### config.mk
export PLATFORM = sky130hd
export DESIGN_NAME = vc_requester
export DESIGN_NICKNAME = d
export VERILOG_FILES = /design/src/rtl/vc_requester_pkg.sv /design/src/rtl/vc_requester_fifo_sync.sv /design/src/rtl/vc_requester.sv
export SDC_FILE = /design/constraint.sdc
export NUM_CORES = 1
export LEC_CHECK = 0
export CAP_MARGIN = 5
export CORE_MARGIN = 5
export CORE_UTILIZATION = 28
export CTS_CLUSTER_SIZE = 14
export DETAILED_ROUTE_END_ITERATION = 8
export SKIP_CTS_REPAIR_TIMING = 1
export SLEW_MARGIN = 0
export SYNTH_ARGS = -nofsm -noshare
export SYNTH_HDL_FRONTEND = slang
export SYNTH_SLANG_ARGS = --single-unit
### constraint.sdc
create_clock -name clk -period 9.1 [get_ports clk]
set_input_delay 1.82 -clock clk [delete_from_list [all_inputs] [get_ports clk]]
set_output_delay 1.82 -clock clk [all_outputs]
set_load 0.05 [all_outputs]
### src/rtl/vc_requester_pkg.sv
// vc_requester_pkg: shared FSM state and flit layout for the requester
package vc_requester_pkg;
  localparam int FLIT_W_DEF = 32;
  typedef enum logic {IDLE = 1'b0, BODY = 1'b1} state_e;
  typedef struct packed {
    logic                  tail;
    logic [FLIT_W_DEF-1:0] data;
  } flit_t;
endpackage

### src/rtl/vc_requester_fifo_sync.sv
// fifo_sync: ce-gated synchronous FIFO, async active-low reset
module fifo_sync #(
  parameter int W     = 33,
  parameter int DEPTH = 4
) (
  input  logic         clk,
  input  logic         reset_n,
  input  logic         ce,
  input  logic         push,
  input  logic         pop,
  input  logic [W-1:0] wdata,
  output logic [W-1:0] rdata,
  output logic         empty,
  output logic         full
);
  localparam int AW = $clog2(DEPTH);
  logic [W-1:0]  mem_q [DEPTH];
  logic [AW-1:0] wr_q, wr_d, rd_q, rd_d;
  logic [AW:0]   cnt_q, cnt_d;
  logic          do_push, do_pop;
  // full/empty come from the registered count, so a same-cycle pop never frees a slot
  always_comb begin
    do_push = ce & push & ~full;
    do_pop  = ce & pop & ~empty;
    wr_d    = wr_q + AW'(do_push);
    rd_d    = rd_q + AW'(do_pop);
    cnt_d   = cnt_q + (AW+1)'(do_push) - (AW+1)'(do_pop);
  end
  always_ff @(posedge clk or negedge reset_n)
    if (!reset_n) begin
      wr_q  <= '0;
      rd_q  <= '0;
      cnt_q <= '0;
    end else begin
      wr_q  <= wr_d;
      rd_q  <= rd_d;
      cnt_q <= cnt_d;
    end
  always_ff @(posedge clk)
    if (do_push) mem_q[wr_q] <= wdata;
  assign rdata = mem_q[rd_q];
  assign empty = cnt_q == '0;
  assign full  = cnt_q == (AW+1)'(DEPTH);
endmodule

### src/rtl/vc_requester.sv
// vc_requester: buffers flits, tracks credits, requests the arbiter and launches on grant.
// Optional stall counter output enabled by VC_REQ_STALL_COUNT_EN.
module vc_requester
  import vc_requester_pkg::*;
#(
  parameter int FLIT_W  = FLIT_W_DEF,
  parameter int DEPTH   = 4,
  parameter int CREDITS = 4
) (
  input  logic                         clk,
  input  logic                         reset_n,
  input  logic                         ce,
  input  logic [FLIT_W-1:0]            i_data,
  input  logic                         i_tail,
  input  logic                         i_valid,
  output logic                         o_ready,
  output logic                         o_request,
  input  logic                         i_grant,
  output logic [FLIT_W-1:0]            o_data,
  output logic                         o_tail,
  output logic                         o_valid,
  input  logic                         i_credit,
  output logic [$clog2(CREDITS+1)-1:0] o_credits,
  output logic                         o_pkt_active,
  output logic                         o_credit_err
`ifdef VC_REQ_STALL_COUNT_EN
  ,
  output logic [15:0]                  o_stall_cnt
`endif
);
  localparam int CW = $clog2(CREDITS+1);
  localparam logic [CW-1:0] CMAX = CW'(CREDITS);
  logic [FLIT_W:0]   head;
  logic              empty, full, fire, cred_full;
  logic [CW-1:0]     cred_q, cred_d;
  logic              err_q, err_d, valid_q, valid_d, tail_q, tail_d;
  logic [FLIT_W-1:0] data_q, data_d;
  state_e            state_q, state_d;
  fifo_sync #(.W(FLIT_W+1), .DEPTH(DEPTH)) u_fifo (
    .clk    (clk),
    .reset_n(reset_n),
    .ce     (ce),
    .push   (i_valid),
    .pop    (fire),
    .wdata  ({i_tail, i_data}),
    .rdata  (head),
    .empty  (empty),
    .full   (full)
  );
  always_comb begin
    o_request = ~empty & (cred_q != '0);
    fire      = ce & o_request & i_grant;
    cred_full = cred_q == CMAX;
    cred_d    = ~ce ? cred_q :
                fire & ~i_credit ? cred_q - CW'(1) :
                ~fire & i_credit & ~cred_full ? cred_q + CW'(1) : cred_q;
    err_d     = err_q | (ce & i_credit & ~fire & cred_full);
    state_d   = fire ? (head[FLIT_W] ? IDLE : BODY) : state_q;
    valid_d   = ce ? fire : valid_q;
    data_d    = fire ? head[FLIT_W-1:0] : data_q;
    tail_d    = fire ? head[FLIT_W] : tail_q;
  end
  always_ff @(posedge clk or negedge reset_n)
    if (!reset_n) begin
      cred_q  <= CMAX;
      err_q   <= 1'b0;
      state_q <= IDLE;
      valid_q <= 1'b0;
      data_q  <= '0;
      tail_q  <= 1'b0;
    end else begin
      cred_q  <= cred_d;
      err_q   <= err_d;
      state_q <= state_d;
      valid_q <= valid_d;
      data_q  <= data_d;
      tail_q  <= tail_d;
    end
`ifdef VC_REQ_STALL_COUNT_EN
  logic [15:0] stall_q, stall_d;
  always_comb
    stall_d = ce & o_request & ~i_grant & (stall_q != 16'hFFFF) ? stall_q + 16'd1 : stall_q;
  always_ff @(posedge clk or negedge reset_n)
    if (!reset_n) stall_q <= '0;
    else stall_q <= stall_d;
  assign o_stall_cnt = stall_q;
`endif
  assign o_ready      = ~full;
  assign o_credits    = cred_q;
  assign o_credit_err = err_q;
  assign o_pkt_active = state_q == BODY;
  assign o_valid      = valid_q;
  assign o_data       = data_q;
  assign o_tail       = tail_q;
endmodule

==> run summary, run 1 <==
outcome: finished, final reports clean
Row Count: 56
commonest non-fill, non-tap cell in the layout: edfxtp_1
Worst Tran Pin Value: 1.16 ns
Core ar.: 23500 sq um
r2r worst-path depth: 9
crit path max fanout: 40
crit path time final: 4.10 ns
Post-Place Worst Slack: 4.53 ns
Setup crit end kind: flop
drt drc: 0
unrepaired setup endpoints after global routing: no
clock-pin slew on the worst setup and hold paths: 0.07 ns
Critical Path RT: 9.45 ns
Vias: 3105
final setup vio count: 0
period utilization: 0.451
Worst R2R End: u_fifo.cnt_q[2]$_DFF_PN0_
Tot Pwr: 2.89 mW
PD cells: 342 nW/um^2
clk buf depth: 2
first-pass GRT wire length: 20.5 mm
Fin. Hold Viols: 0
hold path depth: 1
Vert. Die Dim: 165 um
CTS Buf Count: 17
Pre-Repair DR Iteration Count: 4
maximum clock rate: 0.244 GHz
Clock Sinks: 178
Initial Util: 0.284
Filler cells: 2232
synth unique cells: 36
Ports: 80
Congestion Overflow GR: 0
max_slew headroom: 0.227
crit-path max cell delay: 0.54 ns
Worst R2R Start: o_credits[2]$_DFFE_PN1P_
static leakage: 2.91 nW
CP arrival: 4.45 ns
CP startpoint: ce
Iteration-0 DRC Markers: 107
fin nets: 443
FF+latch count, synth: 178
Routed wire per std cell: 17.9 um
Fin Hold WS: 0.489 ns
Tot GR Track Use: 0.103
layout cells sized above 1: 0.285
antenna violations before repair: 0
die area: 27100 sq um
crit path setup slack, layout: 5.00 ns
syn avg cell area: 21.9 sq um
Clock Latency Late Sink: 0.42 ns
post-route ant nets: 0
vias in the first global route: 3661
WL final: 13.1 mm
CTS tree: yes
GPL Wtd Cong: 0.650
Min-Delay Startpoint: o_valid$_DFFE_PN0P_
sequential area share after synthesis: 0.764
H-tree depth: 4
cell count after synthesis: 306
CP Launch Type: input port
CP cell instances: clkdlybuf4s50_1, nand2_1, or3_4, inv_4, ha_1, inv_1, ha_1, fa_1, xnor2_1, xnor2_1
Mapped Nets: 351
n_diodes: 0
pin count of the biggest net entering global routing: 47
Min-Delay Path Class: flop to flop
synthesis warning total: 0
die width: 165 um
commonest non-fill, non-tap cells in the layout: 132 x edfxtp_1, 78 x clkdlybuf4s50_1, 43 x dfrtp_1, 33 x mux4_2, 29 x mux2_2
clk root buf: clkbuf_16
R2R Setup Slk: 6.37 ns
vias per std cell: 4.25
fin. max-slew vios: 0
worst vdd ir: 0.163 mV
worst-case clock skew: 0.00813 ns
setup TNS: 0 ns
max-cap violation count: 0
mapped cell area: 6700 sq um
Setup CP Type: input port to flop
Port Buffers: 79
Hold EP: o_valid$_DFFE_PN0P_
dpl hpwl: 7.96 mm
P&R area growth vs syn: 26.1%
slowest cell on the critical path: clkdlybuf4s50_1
-- layer usage --
layer | vias up | global-route usage | routed length, um
met2 | 64 | 0.180 | 6910
met1 | 1626 | 0.120 | 5380
met4 | 0 | 0.0340 | 118
li1 | 1405 | - | -
met3 | 10 | 0.0352 | 644
met5 | - | 0 | 0
-- through the flow --
| step | instances | cell area [sq um] | utilization |
|---|---|---|---|
| after global routing | 730 | 8440 | 0.359 |
| after floorplan | 306 | 6700 | - |
| after detailed placement | 698 | 7850 | 0.333 |
| after CTS | 730 | 8440 | 0.359 |
| final | 730 | 8440 | 0.359 |
| after global placement | 698 | 7850 | 0.333 |
-- synth_stat cells (all sizes together) --
cell type  number  area [sq um]
buf            10          91.3
clkbuf          2          7.51
o22ai           1          6.26
nand2           5          18.8
nor3            3          25.0
edfxtp        132          3960
ha              4          50.1
dfstp           1          26.3
inv            12          47.6
dfrtp          45          1130
mux2           32           372
mux2i           1          10.0
o21bai          1          11.3
o311a           1          10.0
a32o            1          10.0
o31ai           1          7.51
nor3b           1          7.51
xor2            3          26.3
a21o            1          7.51
fa              2          40.0
o21ai           2          10.0
mux4           33           743
or3b            1          8.76
nand3           1          5.00
or3             1          11.3
o21a            1          7.51
xnor2           2          17.5
nor2            4          15.0
and3            1          6.26
nor4            1          6.26
-- cells by family (layout without fill, tap and decap cells) --
family	after synthesis	in the layout	share of synthesized area
compound gates	9	9	0.0105
xor+xnor	5	5	0.00654
fa+ha+maj	6	6	0.0135
buf+inv	24	129	0.0219
flops	178	178	0.764
mux	66	66	0.168
simple gates	18	18	0.0155
-- critical path, delay by kind of cell --
kind	cells	cell delay [ns]
fa+ha+maj	3	0.79
buf+inv	3	1.02
simple gates	2	0.47
xor+xnor	2	0.33
-- worst max path at each step --
stage,depth (start not counted),to
floorplan,2,u_fifo.mem_q[1][0]$_DFFE_PP_
global placement,10,u_fifo.cnt_q[2]$_DFF_PN0_
detailed placement,10,u_fifo.cnt_q[2]$_DFF_PN0_
CTS,10,u_fifo.cnt_q[2]$_DFF_PN0_
global route,10,u_fifo.cnt_q[2]$_DFF_PN0_
finish,10,u_fifo.cnt_q[2]$_DFF_PN0_
-- report_power, final --
group	switching (mW)	internal, mW
registers	0.134	1.05
logic	0.558	0.426
clock network	0.331	0.392
total	1.02	1.87
-- registers in the layout, indices dropped and copies added (netlist names) --
register / cells
u_fifo.rd_q: 2
u_fifo.wr_q: 2
o_tail: 1
u_fifo.cnt_q: 3
o_valid: 1
o_pkt_active: 1
o_credits: 3
u_fifo.mem_q: 132
o_credit_err: 1
o_data: 32
-- layout make-up --
class / instances / area, sq um / area share
sequential: 178 / 5120 / 0.606
multi-input combinational: 104 / 1450 / 0.172
timing repair buffer: 85 / 831 / 0.0984
clock buffer: 17 / 425 / 0.0504
tap: 319 / 399 / 0.0473
clock inverter: 15 / 168 / 0.0199
inverter: 12 / 47.5 / 0.00563
(Power assumes the default switching activity.)
==> run 2: changes to the inputs <==
==> constraint.sdc (replaced) <==
create_clock -name clk -period 3.6 [get_ports clk]
set_input_delay 0.72 -clock clk [delete_from_list [all_inputs] [get_ports clk]]
set_output_delay 0.72 -clock clk [all_outputs]
set_load 0.05 [all_outputs]
==> run summary, run 2 (synthesis gave the netlist of run 1 again) <==
CP arrival: 2.00 ns (-2.45 ns)
H-tree depth: 4 (unchanged)
dpl hpwl: 7.63 mm (-4.1%)
commonest non-fill, non-tap cell in the layout: edfxtp_1
GPL Wtd Cong: 0.674 (+3.6%)
worst vdd ir: 0.309 mV (+89%)
vias per std cell: 4.23 (-0.56%)
Routed wire per std cell: 17.1 um (-4.4%)
Row Count: 56 (unchanged)
P&R area growth vs syn: 26.3%
Placed Instances: 700 (+0.29%)
worst-case clock skew: 0.0101 ns (+0.00199 ns)
Clock Sinks: 178 (unchanged)
CTS tree: yes
layout cells sized above 1: 0.286 (+0.00104)
n_diodes: 0 (unchanged)
die area: 27100 sq um (unchanged)
fin. max-slew vios: 0 (unchanged)
Tot GR Track Use: 0.0986 (-0.00471)
Filler cells: 2197 (-1.6%)
max-cap violation count: 0 (unchanged)
Fin. Hold Viols: 0 (unchanged)
first-pass GRT wire length: 19.8 mm (-3.3%)
max_slew headroom: 0.376 (+0.150)
period utilization: 0.757
final setup vio count: 0 (unchanged)
Worst Tran Pin Value: 0.936 ns (-0.222 ns)
unrepaired setup endpoints after global routing: no
vias in the first global route: 3472 (-5.2%)
static leakage: 2.91 nW (about the same)
fin nets: 445 (+0.45%)
Core ar.: 23500 sq um (unchanged)
setup TNS: 0 ns (unchanged)
Clock Latency Late Sink: 0.42 ns (about the same)
Port Buffers: 79 (unchanged)
CP Launch Type: flop
Ports: 80 (unchanged)
Critical Path RT: 2.88 ns (-6.57 ns)
WL final: 12.5 mm (-4.2%)
Iteration-0 DRC Markers: 145 (+36%)
Setup CP Type: flop to output port
maximum clock rate: 0.367 GHz
CTS Buf Count: 17 (unchanged)
clock-pin slew on the worst setup and hold paths: 0.07 ns (about the same)
post-route ant nets: 0 (unchanged)
pin count of the biggest net entering global routing: 40 (-15%)
Pre-Repair DR Iteration Count: 4 (unchanged)
largest register by flop count: u_fifo.mem_q
drt drc: 0 (unchanged)
commonest non-fill, non-tap cells in the layout: 132 x edfxtp_1, 78 x clkdlybuf4s50_1, 43 x dfrtp_1, 33 x mux4_2, 29 x mux2_2
max FFs per register: 132 (unchanged)
Min-Delay Path Class: input port to asynchronous set/reset pin
die width: 165 um (unchanged)
crit path max fanout: 4 (-90%)
clk buf depth: 2 (unchanged)
clk root buf: clkbuf_16
Setup crit end kind: output port
Initial Util: 0.284 (unchanged)
antenna violations before repair: 0 (unchanged)
Vert. Die Dim: 165 um (unchanged)
Congestion Overflow GR: 0 (unchanged)
PD cells: 853 nW/um^2 (+150%)
Vias: 3096 (-0.29%)
Post-Layout Cell Count: 732 (+0.27%)
outcome: finished, final reports clean
crit path time final: 2.72 ns
==> run 2: final timing paths <==
check,startpoint,to,slack [ns],cells after the start
max,o_credits[2]$_DFFE_PN1P_,o_request,0.88,3
max in group asynchronous,reset_n,o_credits[2]$_DFFE_PN1P_,2.50,2
max reg2reg,o_credits[2]$_DFFE_PN1P_,o_credits[2]$_DFFE_PN1P_,1.39,7
min reg2reg,o_credit_err$_DFF_PN0_,o_credit_err$_DFF_PN0_,0.47,2
min,reset_n,o_data[16]$_DFFE_PN0N_,0.28,1
min in group clk,o_credit_err$_DFF_PN0_,o_credit_err$_DFF_PN0_,0.47,2
==> run 2: per-stage QoR <==
step	hold WS [ns]	total power [mW]	utilization	instance area [sq um]	setup slack (ns)
floorplan	0.424	4.74	-	6710	0.597
detailed placement	0.454	5.60	0.335	7890	0.681
global placement	0.459	5.54	0.335	7890	0.735
CTS	0.280	7.36	0.359	8460	0.845
global route	0.304	7.59	0.359	8460	0.768
finish	0.279	7.22	0.359	8460	0.876
==> run 2: final cells by class <==
class	count	area, sq um	share of cell area
sequential	178	5120	0.605
timing repair buffer	87	858	0.101
inverter	12	47.5	0.00562
multi-input combinational	104	1460	0.173
clock inverter	15	145	0.0172
clock buffer	17	425	0.0503
tap	319	399	0.0472
==> run 2: where the power goes <==
part	leakage, nW	switching [mW]	internal [mW]
clock network	0.278	0.825	0.919
logic	0.900	1.38	1.10
registers	1.73	0.356	2.65
total	2.91	2.56	4.66
==> run 2: layer usage <==
layer,global-route usage,vias up,share of wire
met5,0,-,0
li1,-,1405,-
met3,0.0342,10,0.049
met4,0.0295,0,0.010
met1,0.121,1614,0.42
met2,0.165,67,0.52
==> run 2: critical path, cell delays in order, from the launching register on <==
cell and delay (ns):
dfstp_2 0.57, nor3_2 0.08, nor2_1 0.13, clkdlybuf4s50_1 0.82
==> run 3: changes to the inputs <==
==> constraint.sdc (replaced) <==
create_clock -name clk -period 2.5 [get_ports clk]
set_input_delay 0.5 -clock clk [delete_from_list [all_inputs] [get_ports clk]]
set_output_delay 0.5 -clock clk [all_outputs]
set_load 0.05 [all_outputs]
==> run summary, run 3 (synthesis gave the netlist of run 1 again) <==
PD cells: 1210 nW/um^2 (+42%)
finished layout cell area: 8630 sq um (+2.0%)
H-tree depth: 4 (unchanged)
Post-Place Worst Slack: -0.108 ns (-0.789 ns)
die area: 27100 sq um (unchanged)
antenna violations before repair: 0 (unchanged)
drt drc: 0 (unchanged)
fin. max-slew vios: 0 (unchanged)
first-pass GRT wire length: 20.2 mm (+2.3%)
CTS tree: yes
Iteration-0 DRC Markers: 211 (+46%)
Worst R2R End: u_fifo.cnt_q[2]$_DFF_PN0_
crit path max fanout: 4 (unchanged)
CP arrival: 1.86 ns (-0.14 ns)
Initial Util: 0.284 (unchanged)
Reg power frac: 0.406 (-0.010)
Comb power frac: 0.363 (+0.020)
switching part of the total: 0.348 (-0.00622)
n_diodes: 0 (unchanged)
R2R Setup Slk: 0.33 ns (-1.06 ns)
commonest non-fill, non-tap cells in the layout: 132 x edfxtp_1, 77 x clkdlybuf4s50_1, 42 x dfrtp_1, 33 x mux4_2, 29 x mux2_2
Row Count: 56 (unchanged)
WP buf/inv: 1 (unchanged)
Port Buffers: 79 (unchanged)
P&R area growth vs syn: 28.8%
period utilization: 0.944
Critical Path RT: 2.00 ns (-0.88 ns)
Setup CP Type: flop to output port
vias per std cell: 4.29 (+1.5%)
Congestion Overflow GR: 0 (unchanged)
Min-Delay Path Class: input port to asynchronous set/reset pin
final core utilization: 0.366 (+0.00712)
Core ar.: 23500 sq um (unchanged)
Clock Sinks: 178 (unchanged)
Post-Layout Cell Count: 743 (+1.5%)
crit path setup slack, layout: 0.140 ns (-0.735 ns)
setup TNS: 0 ns (unchanged)
Placed Instances: 711 (+1.6%)
clock-pin slew on the worst setup and hold paths: 0.06 ns (about the same)
GPL Wtd Cong: 0.696 (+3.2%)
worst-case clock skew: 0.0126 ns (+0.00245 ns)
pin count of the biggest net entering global routing: 26 (-35%)
max FFs per register: 132 (unchanged)
CP cell instances: clkdlybuf4s50_1
commonest non-fill, non-tap cell in the layout: edfxtp_1
Worst R2R Start: o_credits[2]$_DFFE_PN1P_
crit path time final: 2.36 ns
Fin. Hold Viols: 0 (unchanged)
max-cap violation count: 0 (unchanged)
Multi-input gate area: 1470 sq um (+0.60%)
die width: 165 um (unchanged)
final setup vio count: 0 (unchanged)
DR top layer: met4
Filler cells: 2204 (+0.32%)
CP Launch Type: flop
slowest cell on the critical path: clkdlybuf4s50_1
unrepaired setup endpoints after global routing: no
Pre-Repair DR Iteration Count: 4 (unchanged)
Fin Hold WS: 0.0356 ns (-0.243 ns)
CTS Buf Count: 17 (unchanged)
sw power: 3.64 mW (+42%)
clk root buf: clkbuf_16
post-route ant nets: 0 (unchanged)
Area after DPL: 8080 sq um (+2.5%)
met2 wire length: 6.60 mm (+1.3%)
r2r worst-path depth: 9 (+2)
clock power share: 0.231 (-0.011)
Vias: 3189 (+3.0%)
Worst Tran Pin Value: 0.656 ns (-0.279 ns)
Tot Pwr: 10.5 mW (+45%)
WL met3: 536 um (-12%)
max_slew headroom: 0.563 (+0.186)
Tot GR Track Use: 0.101 (+0.00252)
Ports: 80 (unchanged)
metal1 wirelength: 5.64 mm (+7.2%)
static leakage: 2.97 nW (+2.0%)
crit-path max cell delay: 0.80 ns (-0.02 ns)
P_int: 6.81 mW (+46%)
largest register by flop count: u_fifo.mem_q
Vert. Die Dim: 165 um (unchanged)
maximum clock rate: 0.424 GHz
register area: 5120 sq um (about the same)
clk buf depth: 2 (unchanged)
dpl hpwl: 8.38 mm (+9.8%)
WL final: 12.9 mm (+3.3%)
layout cells sized above 1: 0.304 (+0.0185)
Clock Latency Late Sink: 0.42 ns (about the same)
fin nets: 456 (+2.5%)
Setup crit end kind: output port
Routed wire per std cell: 17.4 um (+1.8%)
delay-heaviest family, CP: buffers and inverters
vias in the first global route: 3510 (+1.1%)
worst vdd ir: 0.564 mV (+83%)
outcome: finished, final reports clean
## run 3: cell type report
class	count	share of cell area
Sequential cell	178	0.594
Multi-Input combinational cell	104	0.171
Timing Repair Buffer	98	0.121
Clock buffer	21	0.0534
Tap cell	319	0.0463
Clock inverter	11	0.00914
Inverter	12	0.00551
## run 3: power by group through the flow
stage	sequential [mW]	clock, mW	combinational (mW)
final	4.24	2.42	3.79
after global routing	4.33	2.63	4.04
after CTS	4.27	2.50	3.88
after detailed placement	4.33	0	3.87
after global placement	4.31	0	3.82
after floorplan	5.23	0	1.64
## run 3: worst register-to-register path, cell delays in order (launching register included)
cell and delay [ns]:
dfstp_4 0.64, nor3_4 0.06, or3_4 0.35, inv_4 0.06, ha_1 0.11, inv_1 0.04
ha_1 0.20, fa_2 0.34, xnor2_1 0.18, xnor2_1 0.13
## run 3: how the worst max path moves through the flow
stage / endpoint / depth (start not counted) / startpoint
floorplan: u_fifo.cnt_q[2]$_DFF_PN0_ / 11 / o_credits[2]$_DFFE_PN1P_
global placement: u_fifo.cnt_q[2]$_DFF_PN0_ / 10 / ce
detailed placement: u_fifo.cnt_q[2]$_DFF_PN0_ / 10 / ce
CTS: o_request / 3 / o_credits[2]$_DFFE_PN1P_
global route: o_credits[2] / 1 / o_credits[2]$_DFFE_PN1P_
finish: o_credits[2] / 1 / o_credits[2]$_DFFE_PN1P_
## run 3: routing by layer
layer	vias up	GRT usage
li1	1429	-
met5	-	0
met2	71	0.169
met4	0	0.0306
met1	1675	0.127
met3	14	0.0319
==> RTL change 1, RTL diff (settings of run 2) <==
Set the parameter `CREDITS` to 8 (it was 4).
--- a/src/rtl/vc_requester.sv
+++ b/src/rtl/vc_requester.sv
@@ -5,7 +5,7 @@
 #(
   parameter int FLIT_W  = FLIT_W_DEF,
   parameter int DEPTH   = 4,
-  parameter int CREDITS = 4
+  parameter int CREDITS = 8
 ) (
   input  logic                         clk,
   input  logic                         reset_n,
Ports: changed (resized o_credits); port bits go from 80 to 81. The function was not compared with the original's and may differ.
==> RTL change 1 against run 2 <==
- sequential share of layout area is 0.32 points lower
- synthesized area is 0.75% higher
- critical path type unchanged
- final area is 1.0% higher
- count of clock-buffer cells in the layout is 4 higher
- via count is 12% higher
- maximum frequency is 10% lower
- setup slack worse by 0.31 ns
- highest routed layer is now met5
- wire length is 9.9% higher
- clock skew is 0.0013 ns lower
- sequential cell count is 1 higher
- total power hardly changed
- non-clock buffer count is 1 higher
==> RTL change 1: results (changes against run 2) <==
met2 routed wirelength 7.17 mm (+10%); sequential power 3.04 mW (+1%); most frequent cells after synthesis sky130_fd_sc_hd__edfxtp_1, sky130_fd_sc_hd__nand2_1, sky130_fd_sc_hd__dfrtp_1; Routability Congestion 0.668 (-0.80%); Post-Place Cells 771 (+10%); DR iter-0 viols 198 (+37%); Worst R2R Start o_credits[2]; routed vias/inst 4.32 (+2.1%); # nets final 518 (+16%); mux share of post-synthesis cell area 0.114 (-0.0541); antenna violations before repair 2 (+2); met3 Resource Use GR 0.0343 (+0.0000615); pin count of the biggest net entering global routing 36 (-10%); number of port buffers 80 (+1.3%); async set-reset flop share out of synthesis 0.263 (+0.00414); endpoint arrival time on the critical path 2.31 ns (+0.31 ns); Compound-Gate Fraction of Synth Area 0.00594 (-0.00453); adder-cell share of the synthesized area 0.0171 (+0.00361); met2 track demand over resource 0.184 (+0.0188); Max VDD drop 0.296 mV (-4.0%); detailed-placement wirelength estimate 8.81 mm (+15%); total track usage 0.105 (+0.00684); worst setup skew after layout 0.00885 ns (-0.00128 ns); result of the run finished, final reports clean; wire length on met1 5.69 mm (+8.0%)
[RTL change 1: worst max-delay path, stage by stage, from the launching register on]
cell,delay (ns)
sky130_fd_sc_hd__dfrtp_1,0.44
sky130_fd_sc_hd__or4_4,0.58
sky130_fd_sc_hd__and2_1,0.17
sky130_fd_sc_hd__clkdlybuf4s50_1,0.70
[RTL change 1: layout make-up]
cell class | instances | area, um^2
clock buffers | 21 | 482
clock inverters | 11 | 88.8
fillers | 2221 | 15100
inverters | 10 | 37.5
multi-input cells | 175 | 1530
flip-flops and latches | 179 | 5140
well taps | 319 | 399
repair buffers | 88 | 868
[RTL change 1: worst min-delay path by stage]
stage                     depth (start not counted)      endpoint  slack (ns)
final                                             1    o_data[25]        0.25
after global routing                              1    o_data[25]        0.27
after CTS                                         1    o_data[25]        0.25
after detailed placement                          2    o_data[28]        0.46
after global placement                            1  o_credit_err        0.46
after floorplan                                   0  o_credit_err        0.42
==> RTL change 2, RTL diff (settings of run 2) <==
Made on the original files. Take the reset off `data_q` and load it in a clocked block of its own.
--- a/src/rtl/vc_requester.sv
+++ b/src/rtl/vc_requester.sv
@@ -66,16 +66,18 @@
       err_q   <= 1'b0;
       state_q <= IDLE;
       valid_q <= 1'b0;
-      data_q  <= '0;
       tail_q  <= 1'b0;
     end else begin
       cred_q  <= cred_d;
       err_q   <= err_d;
       state_q <= state_d;
       valid_q <= valid_d;
-      data_q  <= data_d;
       tail_q  <= tail_d;
     end
+
+  always_ff @(posedge clk) begin
+    data_q <= data_d;
+  end
 `ifdef VC_REQ_STALL_COUNT_EN
   logic [15:0] stall_q, stall_d;
   always_comb
Formal check against the unedited RTL: differs if reset_n is asserted again (counterexample within 4 cycles, from zero or initial values and one cycle with reset_n low); with reset_n held inactive, the same outputs for 10 cycles.
==> RTL change 2 against run 2 <==
- wire length fell by 6.6%
- final area fell by 1.8%
- die area fell by 3.3%
- total power fell by 11%
- worst hold slack improved by 0.21 ns
- sequential cell count did not move
- largest power group unchanged
- synthesized area fell by 3.6%
- setup slack got worse by 0.054 ns
==> RTL change 2: results (changes against run 2) <==
result of the run finished, final reports clean; leakage power of the design 2.71 nW (-6.8%); antenna violations before repair 2 (+2); worst setup skew after layout 0.0100 ns (-0.000104 ns); highest layer used for signal routing met5; worst hold margin 0.485 ns (+0.207 ns); Max VDD drop 0.339 mV (+9.8%); met3 Resource Use GR 0.0368 (+0.00260); measured slew at the worst slew-check pin 0.914 ns (-0.0215 ns); post-route insts no fill 665 (-9.2%); count of unique library cells instantiated by Yosys 32 (-11%); critical path endpoint u_fifo.cnt_q[2]; endpoint arrival time on the critical path 3.12 ns (+1.12 ns); slowest stage delay, CP 0.58 ns (-0.24 ns); Worst R2R Start u_fifo.cnt_q[1]; first-pass GRT wire length 18.6 mm (-6.1%); Post-Place Cells 633 (-9.6%); Worst R2R Path Depth 9 (+2); DR iter-0 viols 185 (+28%); total track usage 0.0953 (-0.00333); NetSw 2.09 mW (-18%); number of flops mapped to enable cells by yosys 164 (+24%); ranking of synthesized cells by area sky130_fd_sc_hd__edfxtp_1, sky130_fd_sc_hd__mux4_2, sky130_fd_sc_hd__dfrtp_1; fillcell total 2,042 (-7.1%); most frequent cells after synthesis sky130_fd_sc_hd__edfxtp_1, sky130_fd_sc_hd__mux4_2, sky130_fd_sc_hd__dfrtp_1; async set-reset flop share out of synthesis 0.0787 (-0.180); pin count of the biggest net entering global routing 35 (-13%); wire length on met1 4.86 mm (-7.7%); met1 Usage GRT 0.110 (-0.0110); Seq/Total Area, Yosys 0.817 (+0.0531); final critical-path setup slack 0.821 ns (-0.0540 ns); metal3 WL 556 um (-8.6%)
RTL change 2: cell types whose count changed in the layout (fill, tap and decap cells not counted), moves of 3 or more:
| cell | delta |
|---|---|
| sky130_fd_sc_hd__dfrtp_1 | -32 |
| sky130_fd_sc_hd__edfxtp_1 | +32 |
| sky130_fd_sc_hd__mux2_2 | -29 |
| sky130_fd_sc_hd__clkinv_8 | +6 |
| sky130_fd_sc_hd__clkinv_4 | -5 |
| sky130_fd_sc_hd__buf_4 | -4 |
| sky130_fd_sc_hd__mux2_4 | -3 |
RTL change 2: power groups by stage:
| stage | registers (mW) | clock network (mW) | logic (mW) |
|---|---|---|---|
| floorplan | 3.22 | 0 | 0.886 |
| finish | 2.94 | 1.86 | 1.65 |
| global route | 3.00 | 2.02 | 1.77 |
| global placement | 3.00 | 0 | 1.67 |
| CTS | 2.97 | 1.92 | 1.69 |
| detailed placement | 3.01 | 0 | 1.69 |
RTL change 2: logic make-up after synthesis:
group	Yosys count	synth area share
AND/OR/NAND/NOR	21	0.0180
AO/OA/AOI/OAI	8	0.0132
multiplexers	34	0.117
XOR/XNOR	5	0.00678
buffers and inverters	20	0.0141
flip-flops	178	0.817
adder cells (fa/ha/maj)	6	0.0140
RTL change 2: layout make-up:
class | count | area, um^2 | area share
Multi-Input combinational cell | 74 | 1120 | 0.135
Timing Repair Buffer | 85 | 873 | 0.105
Clock buffer | 17 | 425 | 0.0512
Sequential cell | 178 | 5280 | 0.636
Tap cell | 285 | 357 | 0.0430
Inverter | 11 | 43.8 | 0.00528
Clock inverter | 15 | 204 | 0.0246
RTL change 2: critical path, delay by kind of cell:
family	cells	cell delay [ns]
buffers and inverters	3	0.76
adder cells (fa/ha/maj)	3	0.70
AND/OR/NAND/NOR	2	0.63
XOR/XNOR	2	0.32
